==> src/rtl/pingpong_pkg.sv <==
// Shared types and constants for the ping-pong counter generator.
// Holds the run-mode enum, direction encodings and the config values
// restored by reset (upper bound resets to all-ones, so it lives in the top).
package pingpong_pkg;

  typedef enum logic [1:0] {
    PINGPONG = 2'b00,
    WRAP     = 2'b01,
    ONESHOT  = 2'b10,
    RSVD     = 2'b11
  } mode_t;

  localparam logic DIR_UP   = 1'b0;
  localparam logic DIR_DOWN = 1'b1;

  localparam int    RST_LO   = 0;
  localparam int    RST_STEP = 1;
  localparam mode_t RST_MODE = PINGPONG;

endpackage

==> src/rtl/pingpong_next.sv <==
// Combinational next-state for the counter: given current count/direction,
// active config and flip, produce next count, next direction and done-set.
// Ports: count, dir, lo, hi, step, mode, flip in; next_count, next_dir, done_set out.
module pingpong_next
  import pingpong_pkg::*;
#(
  parameter int WIDTH = 4
) (
  input  logic [WIDTH-1:0] count,
  input  logic             dir,
  input  logic [WIDTH-1:0] lo,
  input  logic [WIDTH-1:0] hi,
  input  logic [WIDTH-1:0] step,
  input  mode_t            mode,
  input  logic             flip,
  output logic [WIDTH-1:0] next_count,
  output logic             next_dir,
  output logic             done_set
);

  // One extra bit keeps the up-sum and the down-limit free of wraparound.
  logic [WIDTH:0] up_sum;
  logic [WIDTH:0] dn_lim;
  logic           at_bound;
  logic           eff_dir;

  always_comb begin
    up_sum     = {1'b0, count} + {1'b0, step};
    dn_lim     = {1'b0, lo} + {1'b0, step};
    at_bound   = (count == lo) || (count == hi);
    eff_dir    = dir;
    next_count = count;
    next_dir   = dir;
    done_set   = 1'b0;

    // A flip away from the bounds reverses first, then steps the new way.
    if (mode == PINGPONG && flip && !at_bound) begin
      eff_dir = ~dir;
    end

    case (mode)
      PINGPONG: begin
        if (eff_dir == DIR_UP) begin
          if (up_sum >= {1'b0, hi}) begin
            next_count = hi;
            next_dir   = DIR_DOWN;
          end else begin
            next_count = up_sum[WIDTH-1:0];
            next_dir   = DIR_UP;
          end
        end else begin
          // count - step <= lo  rewritten as  count <= lo + step
          if ({1'b0, count} <= dn_lim) begin
            next_count = lo;
            next_dir   = DIR_UP;
          end else begin
            next_count = count - step;
            next_dir   = DIR_DOWN;
          end
        end
      end
      WRAP: begin
        next_dir = DIR_UP;
        if (count == hi) begin
          next_count = lo;
        end else if (up_sum >= {1'b0, hi}) begin
          next_count = hi;
        end else begin
          next_count = up_sum[WIDTH-1:0];
        end
      end
      ONESHOT: begin
        next_dir = DIR_UP;
        // Once at hi this keeps re-selecting hi, so the count parks there.
        if (up_sum >= {1'b0, hi}) begin
          next_count = hi;
          done_set   = 1'b1;
        end else begin
          next_count = up_sum[WIDTH-1:0];
        end
      end
      default: begin
        next_count = count;
        next_dir   = dir;
      end
    endcase
  end

endmodule

==> src/rtl/pingpong_counter_gen.sv <==
// Programmable sweep generator: bounded up/down counter with pingpong/wrap/oneshot modes.
// Ports: clk, rst; load+lo/hi/step/mode config; hold, flip controls;
// out, dir, max, min, done, cfg_err status (all registered or decoded from registers).
module pingpong_counter_gen
  import pingpong_pkg::*;
#(
  parameter int WIDTH = 4
) (
  input  logic             clk,
  input  logic             rst,
  input  logic             load,
  input  logic [WIDTH-1:0] lo,
  input  logic [WIDTH-1:0] hi,
  input  logic [WIDTH-1:0] step,
  input  logic [1:0]       mode,
  input  logic             hold,
  input  logic             flip,
  output logic [WIDTH-1:0] out,
  output logic             dir,
  output logic             max,
  output logic             min,
  output logic             done,
  output logic             cfg_err
);

  logic [WIDTH-1:0] lo_q;
  logic [WIDTH-1:0] hi_q;
  logic [WIDTH-1:0] step_q;
  mode_t            mode_q;

  logic [WIDTH-1:0] next_count;
  logic             next_dir;
  logic             done_set;
  logic             cfg_ok;

  assign cfg_ok = (lo < hi) && (step != '0) && (mode_t'(mode) != RSVD);

  pingpong_next #(.WIDTH(WIDTH)) u_next (
    .count      (out),
    .dir        (dir),
    .lo         (lo_q),
    .hi         (hi_q),
    .step       (step_q),
    .mode       (mode_q),
    .flip       (flip),
    .next_count (next_count),
    .next_dir   (next_dir),
    .done_set   (done_set)
  );

  always_ff @(posedge clk or posedge rst) begin
    if (rst) begin
      out     <= WIDTH'(RST_LO);
      dir     <= DIR_UP;
      done    <= 1'b0;
      cfg_err <= 1'b0;
      lo_q    <= WIDTH'(RST_LO);
      hi_q    <= '1;
      step_q  <= WIDTH'(RST_STEP);
      mode_q  <= RST_MODE;
    end else if (load) begin
      if (cfg_ok) begin
        lo_q    <= lo;
        hi_q    <= hi;
        step_q  <= step;
        mode_q  <= mode_t'(mode);
        out     <= lo;
        dir     <= DIR_UP;
        done    <= 1'b0;
        cfg_err <= 1'b0;
      end else begin
        // Rejected config: keep counting state, skip this cycle's step.
        cfg_err <= 1'b1;
      end
    end else if (!hold) begin
      out  <= next_count;
      dir  <= next_dir;
      done <= done | done_set;
    end
  end

  assign max = (out == hi_q);
  assign min = (out == lo_q);

endmodule

==> config.mk <==
export PLATFORM = sky130hd
export DESIGN_NAME = pingpong_counter_gen
export DESIGN_NICKNAME = d
export VERILOG_FILES = /design/src/rtl/pingpong_pkg.sv /design/src/rtl/pingpong_next.sv /design/src/rtl/pingpong_counter_gen.sv
export SDC_FILE = /design/constraint.sdc
export NUM_CORES = 1
export LEC_CHECK = 0
export CAP_MARGIN = 10
export CORE_MARGIN = 1
export CORE_UTILIZATION = 59
export CTS_BUF_LIST = sky130_fd_sc_hd__clkbuf_8 sky130_fd_sc_hd__clkbuf_16
export CTS_CLUSTER_DIAMETER = 60
export CTS_CLUSTER_SIZE = 8
export DETAILED_ROUTE_END_ITERATION = 8
export PLACE_DENSITY = 0.86
export RECOVER_POWER = 25
export SLEW_MARGIN = 25
export SYNTH_ARGS = -nofsm -noshare
export SYNTH_HDL_FRONTEND = slang
export SYNTH_SLANG_ARGS = --single-unit
export TNS_END_PERCENT = 1
==> constraint.sdc <==
create_clock -name clk -period 9.03 [get_ports clk]
set_input_delay 1.806 -clock clk [delete_from_list [all_inputs] [get_ports clk]]
set_output_delay 1.806 -clock clk [all_outputs]
set_load 0.03 [all_outputs]
# Yosys cells after proc, flatten, opt, wreduce, memory -nomap -nowiden
# Index checks and enable logic that the tools add are counted.
# classes
n_addsub,3
order_cmp,3
n_eq_ne,7
n_mux,20
n_bitwise,2
reduce_logical,15
# ops
cell,count
$mux W4,7
$pmux W4 S3,1
$mux W1,11
$add A4 B4 Y5,2
$eq A4 B4 Y1,2
$reduce_bool A4 Y1,2
$reduce_and A3 Y1,2
$ge A5 B4 Y1,1
$le A4 B5 Y1,1
$logic_and A1 B1 Y1,4
$lt A4 B4 Y1,1
$ne A2 B2 Y1 const B,2
$reduce_and A2 Y1,2
$sub A4 B4 Y4,1
$reduce_bool A3 Y1,1
$eq A2 B1 Y1 const B,1
$eq A2 B2 Y1 const B,1
$logic_not A2 Y1,1
$ne A2 B1 Y1 const B,1
$pmux W1 S2,1
$reduce_or A2 Y1,1
$logic_not A1 Y1,1
$logic_or A1 B1 Y1,1
$not A1 Y1,1
$or A1 B1 Y1,1
# word_totals
reg_bits,21
in_bits,19
output_inout_bits,9
elab_cells,58

# Logic depth before layout (Yosys ltp)
# logic_depth
ltp_word,9
depth_mapped,13
depth_no_buf,12

# By module
# Synthesis repeated with hierarchy kept, for this count alone.
# hier_totals
cells_unflattened,216
area_unflattened_um2,2120.8
# modules_own_cells
mod,n_inst,cells_per_inst,area_per_inst_um2,seq_area_each_um2
pingpong_counter_gen,1,90,1087.3,531.8
pingpong_next,1,126,1033.5,0.0

# Least setup slack after synthesis
# No wires, ideal clock.
# synth_path
path_kind,register to output
start,register out[1]
end,output min
t_arrival_ns,1.633
required_ns,7.224
setup_slack_ns,5.591
path_stages_with_launch,3
n_path_buf,0
cell_sequence,dfrtp_1 xor2_1 nor4_2
# synth_between
elab_chain_len,1
# synth_rtl
item,line_no,text
start: declaration,pingpong_counter_gen.sv:18,"output logic [WIDTH-1:0] out,"
start signal: assignment,pingpong_counter_gen.sv:53,out <= WIDTH'(RST_LO);
start signal: assignment,pingpong_counter_gen.sv:67,out <= lo;
start signal: assignment,pingpong_counter_gen.sv:76,out <= next_count;
$eq A4 B4 Y1,pingpong_counter_gen.sv:83,assign min = (out == lo_q);
end: declaration,pingpong_counter_gen.sv:21,"output logic min,"
# No other way between the ends.

# Final worst setup path
# Same ends and word-level chain as after synthesis.

==> flow_summary.toml <==
[status]
run_status = "finished clean"

[worst_setup_path]
timing.critical_path.to_type = "primary output"
critical_path_peak_fanout = 9
category_of_the_worst_setup_path_launch_point = "flip-flop"
critical_path_class = "reg -> out"
critical-path-slowest-cell = "clkdlybuf4s50_1"
critical_path.cell_chain = "xor2_1 -> nor4_2 -> clkdlybuf4s50_1"
crit_arrival_ns = 2.21
buffer_and_inverter_count_on_the_worst_path = 1
worstPathRequired_ns = 7.22
cp_top_family = "buffers and inverters"
crit_path_max_incr_delay_ns = 0.75

[clock_network]
clkSinkCount = 21
clock_slew_at_reported_path_ffs_ns = 0.07
tritoncts = "yes"
cts-root-buf = "clkbuf_8"
post_cts_resized = 0
holdBufCountCts = 0
source_to_sink_clock_delay_at_the_later_pin_of_the_worst_skew_pair_ns = 0.26
htree_levels = 1
cts_post_setup_buffers_inserted = 0
tritoncts.num_buffers = 3
cts_buffer_depth = 2

[synthesis]
average_cell_area_after_synthesis_um2 = 9.52
synth.lib_cells_used.distinct = 45
post-synth-top-area-cell = "dfrtp_1"
seq_area_frac_synth_pct = 27.9
synth.ff_latch_count = 21
synthArstFlopShare_pct = 100
ys_dominant_reg_cell = "dfrtp_1"
synth_top_area_share_pct = 21.0
mapped_nets = 247
ys.warnings.count = 0
synth.cell_area_mm2 = 0.00190
syn_inst = 200
synth-edff-count = 0
yosys-top-cells-area = "dfrtp_1 (21%), ha_1 (16%), dfstp_2 (6.9%), xor2_1 (4.6%), inv_1 (3.9%)"

[final_layout]
syn2layout_area_growth_pct = 17.9
share_of_post_route_cells_with_drive_strength_above_1_pct = 11.1
layout.nets = 273
fin_cells = 269
post-route-util_pct = 73.5
antenna_cells_inserted = 0

[sta]
final-max-slew-violation-count = 0
achievable-frequency_mhz = 249
final.period_utilization_pct = 44.5
setup_viol = 0
slew_headroom_pct = 47.2
timing_worst_slew_pin_value_ns = 0.791
finalSetupTns_ns = 0
setup_ws_ns = 5.01
final.min_clock_period_ns = 4.02
worst_clock_skew_ns = 0.00267
finalHoldViolations = 0
grt_setup_unrepaired = "false"

[grt]
antenna_found_initial = 0
wire_length_of_the_first_global_routing_pass_um = 6930
globalRouteTotalUtil_pct = 27.3
grt_max_degree = 26
grt_pass1_vias = 1509
globalRoute.totalOverflow = 0

[power_and_ir_drop]
power.density_cell_area_mw_per_mm2 = 352
vdd_drop_max_mv = 0.165
netSwitchingPower_mw = 0.383
p_int_mw = 0.406
power_switching_share_pct = 48.5
share_seq_of_total_power_pct = 22.5
power.static_leakage_nw = 1.02
clkPwrFrac_pct = 7.4
relative_contribution_of_combinational_cells_to_total_power_pct = 70.0
post-layout-total-power_mw = 0.789

[job]
maxCapViolCount = 0

[place]
port_buffers = 27
dp_hpwl_um = 3350
gp_routability_congestion = 0.934
pre_cts_slack_ns = 4.85
cell_count_after_placement = 265

[die]
io-pin-count = 28
floorplan.die_area_mm2 = 0.00346
fp.coreArea_mm2 = 0.00305
die_span_y_um = 58.8
number_of_standard_cell_rows_in_the_floorplan = 20
fp.dieW_um = 58.8
start_util_pct = 62.3

[detailed_routing]
routed_via_density = 5.78
wl_um = 4210
detailroute.via_count = 1554
initialDrtViolationCount = 100
route.detailed.wl_per_inst_um = 15.6
drt_pre_antenna_iters = 4
drt_drc_violations_left = 0
drt.antenna.violating_nets = 0

[hold_path]
class_of_the_tightest_hold_or_removal_check = "reg -> reg"
[metrics by stage]
stage	cell area [µm²]	hold WS (ns)
after detailed placement	2200	0.493
after floorplan	1900	0.503
after global routing	2240	0.535
after global placement	2200	0.500
final	2240	0.505
after CTS	2240	0.511
[Yosys cell counts (all sizes together), types with 3 or more instances]
cell	number
nor3b	4
nand2	17
inv	22
a21oi	7
dfrtp	16
fa	3
xor2	10
a31oi	5
nor4	4
mux2	7
xnor2	5
dfstp	5
buf	5
nor2	14
a21o	3
mux2i	7
o31ai	6
ha	25
o21ai	14
[worst reg2reg max path: stages (launching register included)]
cell,delay [ns]
dfrtp_1,0.50
ha_1,0.48
nor2_1,0.08
a221oi_1,0.32
xnor2_1,0.14
ha_1,0.28
o21ai_0,0.09
o221ai_2,0.37
mux2i_1,0.39
nor3b_2,0.10
o31ai_1,0.26
a31oi_1,0.11
[state kept, by name, indices dropped and copies added, names as in the netlist]
signal	flops
lo_q	4
hi_q	4
out	4
cfg_err	1
done	1
mode_q	2
dir	1
step_q	4
[power groups by stage]
stage | combinational [mW] | sequential (mW) | clock, mW
CTS | 0.551 | 0.178 | 0.0598
detailed placement | 0.545 | 0.179 | 0
global route | 0.608 | 0.182 | 0.0649
floorplan | 0.395 | 0.191 | 0
global placement | 0.530 | 0.179 | 0
finish | 0.553 | 0.178 | 0.0587
[cell families after synthesis]
kind of cell             Yosys count  share of synthesized area, %
flip-flops                        21                          27.9
buffers and inverters             28                          5.85
AND/OR/NAND/NOR                   48                          14.3
multiplexers                      14                          8.02
adder cells (fa/ha/maj)           28                          19.6
XOR/XNOR                          15                          7.89
AO/OA/AOI/OAI                     46                          16.4
[final cells by class]
class,instances,area [µm²]
multi-input cells,151,1260
repair buffers,27,270
flip-flops and latches,21,532
inverters,22,82.6
clock buffers,3,41.3
fillers,211,808
well taps,44,55.1
clock inverters,1,3.75
[cell usage in the layout, fill, tap and decap left out, types with 5 or more instances in the layout]
| master | Yosys | final |
|---|---|---|
| inv_1 | 20 | 21 |
| mux2i_1 | 7 | 7 |
| mux2_2 | 5 | 5 |
| clkdlybuf4s50_1 | 0 | 26 |
| nand2_1 | 17 | 17 |
| o21ai_0 | 11 | 11 |
| ha_1 | 25 | 25 |
| xor2_1 | 10 | 10 |
| dfrtp_1 | 16 | 16 |
| a21oi_1 | 7 | 7 |
| o31ai_1 | 6 | 6 |
| dfstp_2 | 5 | 5 |
| nor2_1 | 14 | 14 |
| a31oi_1 | 5 | 5 |
[final timing paths]
kind | startpoint | end | slack (ns) | cells past startpoint
max | out[1]$_DFFE_PP0P_ | min | 5.01 | 3
min | cfg_err$_DFFE_PP0P_ | cfg_err$_DFFE_PP0P_ | 0.51 | 2
max reg2reg | out[2]$_DFFE_PP0P_ | out[3]$_DFFE_PP0P_ | 5.75 | 11
min reg2reg | cfg_err$_DFFE_PP0P_ | cfg_err$_DFFE_PP0P_ | 0.51 | 2
max in group asynchronous | rst | step_q[1]$_DFFE_PP0P_ | 6.40 | 2
min in group asynchronous | rst | cfg_err$_DFFE_PP0P_ | 2.14 | 2
[metal layers]
layer / global-route usage [%] / wire length [µm]
met4: 9.86 / 63
met2: 45.0 / 2020
met3: 1.98 / 196
met1: 37.9 / 1930
met5: 0 / 0
Note: power is estimated with default switching activity, not from simulation.
